### config.mk
export PLATFORM = sky130hd
export DESIGN_NAME = seq_logic_unit
export DESIGN_NICKNAME = d
export VERILOG_FILES = /design/src/rtl/seq_logic_unit_pkg.sv /design/src/rtl/seq_logic_unit_logic_slice.sv /design/src/rtl/seq_logic_unit.sv
export SDC_FILE = /design/constraint.sdc
export NUM_CORES = 1
export LEC_CHECK = 0
export ABC_AREA = 1
export BUFFER_PORTS_ARGS = -buffer_cell sky130_fd_sc_hd__buf_2
export CAP_MARGIN = 20
export CORE_ASPECT_RATIO = 1.5
export CORE_UTILIZATION = 25
export CTS_CLUSTER_SIZE = 28
export DETAILED_ROUTE_END_ITERATION = 6
export PLACE_DENSITY = 0.41
export SLEW_MARGIN = 10
export SYNTH_ARGS = -nofsm -noshare
export SYNTH_HDL_FRONTEND = slang
export SYNTH_HIERARCHICAL = 1
export SYNTH_SLANG_ARGS = --single-unit
### constraint.sdc
create_clock -name clk_i -period 8.4 [get_ports clk_i]
set_input_delay 2.52 -clock clk_i [delete_from_list [all_inputs] [get_ports clk_i]]
set_output_delay 2.52 -clock clk_i [all_outputs]
set_load 0.03 [all_outputs]
### src/rtl/seq_logic_unit_pkg.sv
// Shared definitions for the multicycle logic unit: op encodings, FSM states, index sizing.
package seq_logic_unit_pkg;

   typedef enum logic [1:0] {
      SLU_OP_AND  = 2'b00,
      SLU_OP_OR   = 2'b01,
      SLU_OP_XOR  = 2'b10,
      SLU_OP_XNOR = 2'b11
   } slu_op_e;

   typedef enum logic [1:0] {
      ST_IDLE = 2'b00,
      ST_RUN  = 2'b01,
      ST_DONE = 2'b10
   } slu_state_e;

   // Chunk index needs at least one bit even when there is a single chunk.
   function automatic int unsigned idx_width(input int unsigned num_chunks);
      return (num_chunks > 1) ? $clog2(num_chunks) : 1;
   endfunction

endpackage

### src/rtl/seq_logic_unit_logic_slice.sv
// Combinational CHUNK-bit bitwise operator: y = op(a, b); zero latency, no handshake.
module logic_slice
   import seq_logic_unit_pkg::*;
#(
   parameter int CHUNK = 8
) (
   input  slu_op_e          op_i,
   input  logic [CHUNK-1:0] a_i,
   input  logic [CHUNK-1:0] b_i,
   output logic [CHUNK-1:0] y_o
);

   always_comb begin
      y_o = '0;
      case (op_i)
         SLU_OP_AND:  y_o = a_i & b_i;
         SLU_OP_OR:   y_o = a_i | b_i;
         SLU_OP_XOR:  y_o = a_i ^ b_i;
         SLU_OP_XNOR: y_o = ~(a_i ^ b_i);
         default:     y_o = '0;
      endcase
   end

endmodule

### src/rtl/seq_logic_unit.sv
// Multicycle AND/OR/XOR/XNOR unit, CHUNK bits per cycle; done pulses WIDTH/CHUNK+1 cycles after start.
// start is only taken in IDLE/DONE and ignored while busy; SLU_PARITY_EN adds the parity output.
module seq_logic_unit
   import seq_logic_unit_pkg::*;
#(
   parameter int WIDTH = 32,
   parameter int CHUNK = 8
) (
   input  logic             clk_i,
   input  logic             rst_i,
   input  logic             start_i,
   input  logic [1:0]       op_i,
   input  logic [WIDTH-1:0] a_i,
   input  logic [WIDTH-1:0] b_i,
   output logic             busy_o,
   output logic             done_o,
   output logic [WIDTH-1:0] result_o,
`ifdef SLU_PARITY_EN
   output logic             zero_o,
   output logic             parity_o
`else
   output logic             zero_o
`endif
);

   localparam int NUM_CHUNKS = WIDTH / CHUNK;
   localparam int IDX_W      = idx_width(NUM_CHUNKS);
   localparam logic [IDX_W-1:0] LAST_IDX = IDX_W'(NUM_CHUNKS - 1);

   slu_state_e state_q, state_d;
   logic [IDX_W-1:0] idx_q, idx_d;
   slu_op_e op_q, op_d;
   // Chunk-major views so the idx-selected slice is a plain array index.
   logic [NUM_CHUNKS-1:0][CHUNK-1:0] a_q, a_d, b_q, b_d, result_q, result_d;
   logic zero_q, zero_d;
   logic [CHUNK-1:0] slice_y;
`ifdef SLU_PARITY_EN
   logic acc_q, acc_d, parity_q, parity_d;
`endif

   logic_slice #(.CHUNK(CHUNK)) u_slice (
      .op_i (op_q),
      .a_i  (a_q[idx_q]),
      .b_i  (b_q[idx_q]),
      .y_o  (slice_y)
   );

   always_ff @(posedge clk_i or posedge rst_i) begin
      if (rst_i) begin
         state_q  <= ST_IDLE;
         idx_q    <= '0;
         op_q     <= SLU_OP_AND;
         a_q      <= '0;
         b_q      <= '0;
         result_q <= '0;
         zero_q   <= 1'b0;
`ifdef SLU_PARITY_EN
         acc_q    <= 1'b0;
         parity_q <= 1'b0;
`endif
      end else begin
         state_q  <= state_d;
         idx_q    <= idx_d;
         op_q     <= op_d;
         a_q      <= a_d;
         b_q      <= b_d;
         result_q <= result_d;
         zero_q   <= zero_d;
`ifdef SLU_PARITY_EN
         acc_q    <= acc_d;
         parity_q <= parity_d;
`endif
      end
   end

   always_comb begin
      state_d  = state_q;
      idx_d    = idx_q;
      op_d     = op_q;
      a_d      = a_q;
      b_d      = b_q;
      result_d = result_q;
      zero_d   = zero_q;
`ifdef SLU_PARITY_EN
      acc_d    = acc_q;
      parity_d = parity_q;
`endif
      case (state_q)
         ST_IDLE, ST_DONE: begin
            if (start_i) begin
               op_d     = slu_op_e'(op_i);
               a_d      = a_i;
               b_d      = b_i;
               idx_d    = '0;
               result_d = '0;
               zero_d   = 1'b0;
`ifdef SLU_PARITY_EN
               acc_d    = 1'b0;
               parity_d = 1'b0;
`endif
               state_d  = ST_RUN;
            end else begin
               state_d  = ST_IDLE;
            end
         end
         ST_RUN: begin
            result_d[idx_q] = slice_y;
`ifdef SLU_PARITY_EN
            acc_d = acc_q ^ (^slice_y);
`endif
            if (idx_q == LAST_IDX) begin
               // Flags are taken from the fully assembled result, including this last slice.
               zero_d  = (result_d == '0);
`ifdef SLU_PARITY_EN
               parity_d = acc_q ^ (^slice_y);
`endif
               idx_d   = '0;
               state_d = ST_DONE;
            end else begin
               idx_d = idx_q + 1'b1;
            end
         end
         default: state_d = ST_IDLE;
      endcase
   end

   assign busy_o   = (state_q == ST_RUN);
   assign done_o   = (state_q == ST_DONE);
   assign result_o = result_q;
   assign zero_o   = zero_q;
`ifdef SLU_PARITY_EN
   assign parity_o = parity_q;
`endif

endmodule

Word-level counts from Yosys, hierarchy flattened. Index checks and enable logic that the tools add are counted.

Register bits: 103. Input port bits: 69. Output and inout port bits: 35. Word-level logic and storage cells: 59.

Add/subtract/negate cells: 1. $lt $le $gt $ge: 2. Equal/unequal tests: 8. Multiplexer cells: 19. Bitwise logic cells: 4. Reduce and logical (&&, ||, !) cells: 9.

Operators with widths (count): $pmux 32 s2 (1); $bmux 8 s2 (2); $bwmux 32 (1); $logic_not 32->1 (1); $mux 32 (1); $pmux 8 s4 (1); $mux 8 (3); $demux 8 s2 (1); $and 8x8->8 (1); $eq 2x2->1 const B (4); $not 8->8 (1); $or 8x8->8 (1); $pmux 2 s2 (2); $xor 8x8->8 (1); $mux 2 (3); $eq 2x1->1 const B (2); $logic_not 2->1 (2); $reduce_and 2->1 (2); $lt 2x3->1 const B (1); $mux 1 (3); $reduce_and 3->1 (1); $add 2x1->2 const B (1); $ge 2x1->1 const B (1); $ne 2x1->1 const B (1); other kinds (5) (5).

Depth between registers and ports, before layout.
Word-level depth: 9. Depth in mapped cells: 20. Depth with buffers taken out: 19.

Modules after synthesis. The synthesis kept the hierarchy.

By module, submodules not included: seq_logic_unit (times used 1, cells each 487, area an instance 4873.4 um^2, seq. area each 2577.5 um^2); logic_slice (times used 1, cells each 100, area an instance 569.3 um^2, seq. area each 0.0 um^2).

Worst setup path after synthesis. OpenSTA, ideal clock, no wires.

Path kind: flip-flop to output port. Start: reg state_q[1]. End: out busy_o. Data arrival time: 913 ps. Data required time: 5880 ps. Setup slack: 4967 ps. Cell stages (with the launch flop): 4. Path buffers: 2. Path through: dfrtp_1 -> nor2_2 -> buf_2 -> buf_4.

Word-level cells in the longest chain between the ends: 1.

Ends and longest elaborated chain: start, declared (line seq_logic_unit.sv:30) `slu_state_e state_q, state_d;`; start signal, assigned (line seq_logic_unit.sv:62) `state_q <= state_d;`; $eq 2x1->1 (line seq_logic_unit.sv:127) `assign busy_o = (state_q == ST_RUN);`; end, declared (line seq_logic_unit.sv:15) `output logic busy_o,`.

No other way between the ends.

Worst setup path after layout.
Start: in start_i. End: reg result_q (netlist bit result_o[0]).

Word-level cells in the longest chain between the ends: 2.

Ends and longest elaborated chain: start, declared (line seq_logic_unit.sv:11) `input logic start_i,`; $ne 2x2->1 (no line); $reduce_and 2->1 (no line); end signal, assigned (line seq_logic_unit.sv:67) `result_q <= result_d;`; end, declared (line seq_logic_unit.sv:34) `logic [NUM_CHUNKS-1:0][CHUNK-1:0] a_q, a_d, b_q, b_d, result_q, result_d;`.

No other way between the ends. A chain may end at the register's enable or synchronous reset.

==> flow_summary.yaml <==
timing:
  tightest_slew_ps: 1030
  final.min_clock_period_ps: 4120
  setup_viol: 0
  fin_skew_ps: 8.07
  hold_viol: 0
  rsz0062_at_grt: "false"
  finalSetupTns_ps: 0
  period_share: 0.490
  fmaxAchievable_mhz: 243
  maxSlewHeadroom: 0.316
  maxSlewViolCount: 0
clocking:
  cts_hold_buf: 0
  clock_sink_count: 103
  h-tree-depth: 3
  cts-root-buf: "clkbuf_16"
  cts_resized: 0
  cts_buffers: 9
  clkLatencyLatePin_ps: 360
  cts_tree: "done"
  clock_path_buffers: 2
  cts.clk_slew.worst_paths_ps: 70
  postCtsSetupRepairBufs: 0
global_route:
  grt_pass1_wl_um: 23400
  grt_pass1_vias: 4402
  grt_usage: 0.140
  antenna_found_initial: 0
  grt_max_degree: 79
  overflow: 0
routing:
  route.detailed.drc: 0
  initialDrtViolationCount: 257
  wl_um: 14900
  ant_nets: 0
  firstDrtPassIters: 4
  vias: 4282
  wl_per_cell_um: 15.7
  viasPerCell: 4.49
critical_path:
  r2r_slack_ps: 4720
  r2r-start: "idx_q[0]"
  worst-setup-path-type: "input pin to register"
  crit_path_start_kind: "input pin"
  crit_path_max_fanout: 69
  worst-r2r-cell-count: 21
  arrival_ps: 4410
  cp.required_ps: 8690
  worstReg2RegEnd: "zero_o"
  end_kind: "register"
place:
  dpl.hpwl_um: 10800
  gp_congestion: 0.784
  port_buffers: 103
die:
  initial_utilization: 0.256
  die_y_um: 183
  dieArea_mm2: 0.0224
  ios: 104
  fp.dieW_um: 122
  rows: 65
  core_mm2: 0.0212
synthesis:
  yosys_warnings: 6
  synth_area_mm2: 0.00544
  syn-num-nets: 677
  syn_inst: 587
  syn_area_per_cell_um2: 9.27
  synth_seq_cells: 103
  seq_area_frac_synth: 0.474
  synth_cell_types: 22
pwr:
  totalPowerFinal_mw: 2.96
  irDropWorstVdd_v: 0.000151
  power_density_mw_per_mm2: 456
  p_leak_nw: 3.26
layout:
  layout_common_cells: "nand2_1 (143), dfrtp_1 (103), buf_2 (103), o21ai_0 (62), inv_1 (53)"
  syn_to_final_growth_pct: 19.2
  final_common_cell: "nand2_1"
  finalNetCount: 770
  diodes: 0
  drive_gt1_frac: 0.293
worst_hold_path:
  hold_path.class: "register to register"
  hold_end: "a_q[9]"
  hold_path_depth: 1
  holdCritStartpoint: "a_q[9]"
run:
  maxCapViolCount: 0
run_status:
  status: "finished clean"
## kinds of logic after synthesis
| family | share of synthesized area |
|---|---|
| AO/OA/AOI/OAI | 0.102 |
| AND/OR/NAND/NOR | 0.154 |
| buffers and inverters | 0.0740 |
| multiplexers | 0.149 |
| flip-flops | 0.474 |
| adder cells (fa/ha/maj) | 0.0483 |
## registers in the layout (all words and copies together), names as in the netlist
register,flops
idx_q,2
zero_o,1
result_o,32
state_q,2
op_q,2
a_q,32
b_q,32
## worst max-delay path, cell delays in order
cell and delay [ps]:
buf_2 120, nand2_4 710, nand2_2 530, inv_2 330, a22o_1 170
## synth_stat cells
| master | count | share of area |
|---|---|---|
| buf_2 | 12 | 0.011 |
| buf_4 | 3 | 0.0041 |
| o211a_1 | 1 | 0.0018 |
| clkbuf_1 | 6 | 0.0041 |
| o22ai_1 | 28 | 0.032 |
| nor2_1 | 50 | 0.034 |
| nand3_1 | 15 | 0.014 |
| a22o_1 | 6 | 0.0097 |
| nor2_4 | 1 | 0.0021 |
| inv_1 | 54 | 0.037 |
| dfrtp_1 | 103 | 0.47 |
| o21ai_0 | 62 | 0.057 |
| mux2_2 | 48 | 0.099 |
| nand2_1 | 143 | 0.099 |
| buf_6 | 5 | 0.010 |
| buf_12 | 1 | 0.0037 |
| mux2_4 | 18 | 0.050 |
| o21ai_1 | 1 | 0.00092 |
| inv_2 | 5 | 0.0034 |
| nand2_2 | 3 | 0.0034 |
| nor2_2 | 1 | 0.0012 |
| ha_1 | 21 | 0.048 |
## final cells by class
cell class                      count  area [um2]
Clock buffer                       10         229
Clock inverter                      6        68.8
Fill cell                        2238       14700
Inverter                           59         224
Multi-Input combinational cell    398        2470
Sequential cell                   103        2580
Tap cell                          268         335
Timing Repair Buffer              109         588
## stage by stage
stage	instances	util	hold slack, ps	instance area [um2]	setup slack (ps)
final	953	0.306	500	6490	4280
after global routing	953	0.306	511	6490	4070
after CTS	952	0.304	507	6460	4230
after detailed placement	936	0.290	490	6160	3840
after global placement	935	0.290	484	6150	3820
after floorplan	587	-	474	5440	3180
## power breakdown
part	total [mW]	switching [mW]	internal (mW)
registers	0.872	0.141	0.731
logic	1.65	1.04	0.612
clock network	0.435	0.202	0.234
total	2.96	1.39	1.58
## worst max-delay path by stage
stage / from / to / slack [ps] / cells past startpoint
after floorplan: rst_i / a_q[0] / 3180 / 1
after global placement: start_i / zero_o / 3820 / 6
after detailed placement: start_i / result_o[4] / 3840 / 5
after CTS: start_i / result_o[21] / 4230 / 6
after global routing: start_i / result_o[11] / 4070 / 6
final: start_i / result_o[0] / 4280 / 5
## routing by layer
layer / global-route usage / wire length [um] / vias up
met5: 0 / 0 / -
met4: 0.0615 / 430 / 0
met3: 0.0238 / 472 / 21
met2: 0.239 / 7670 / 93
met1: 0.169 / 6350 / 2062
li1: - / - / 2106
Power figures use the tool's default switching activity.
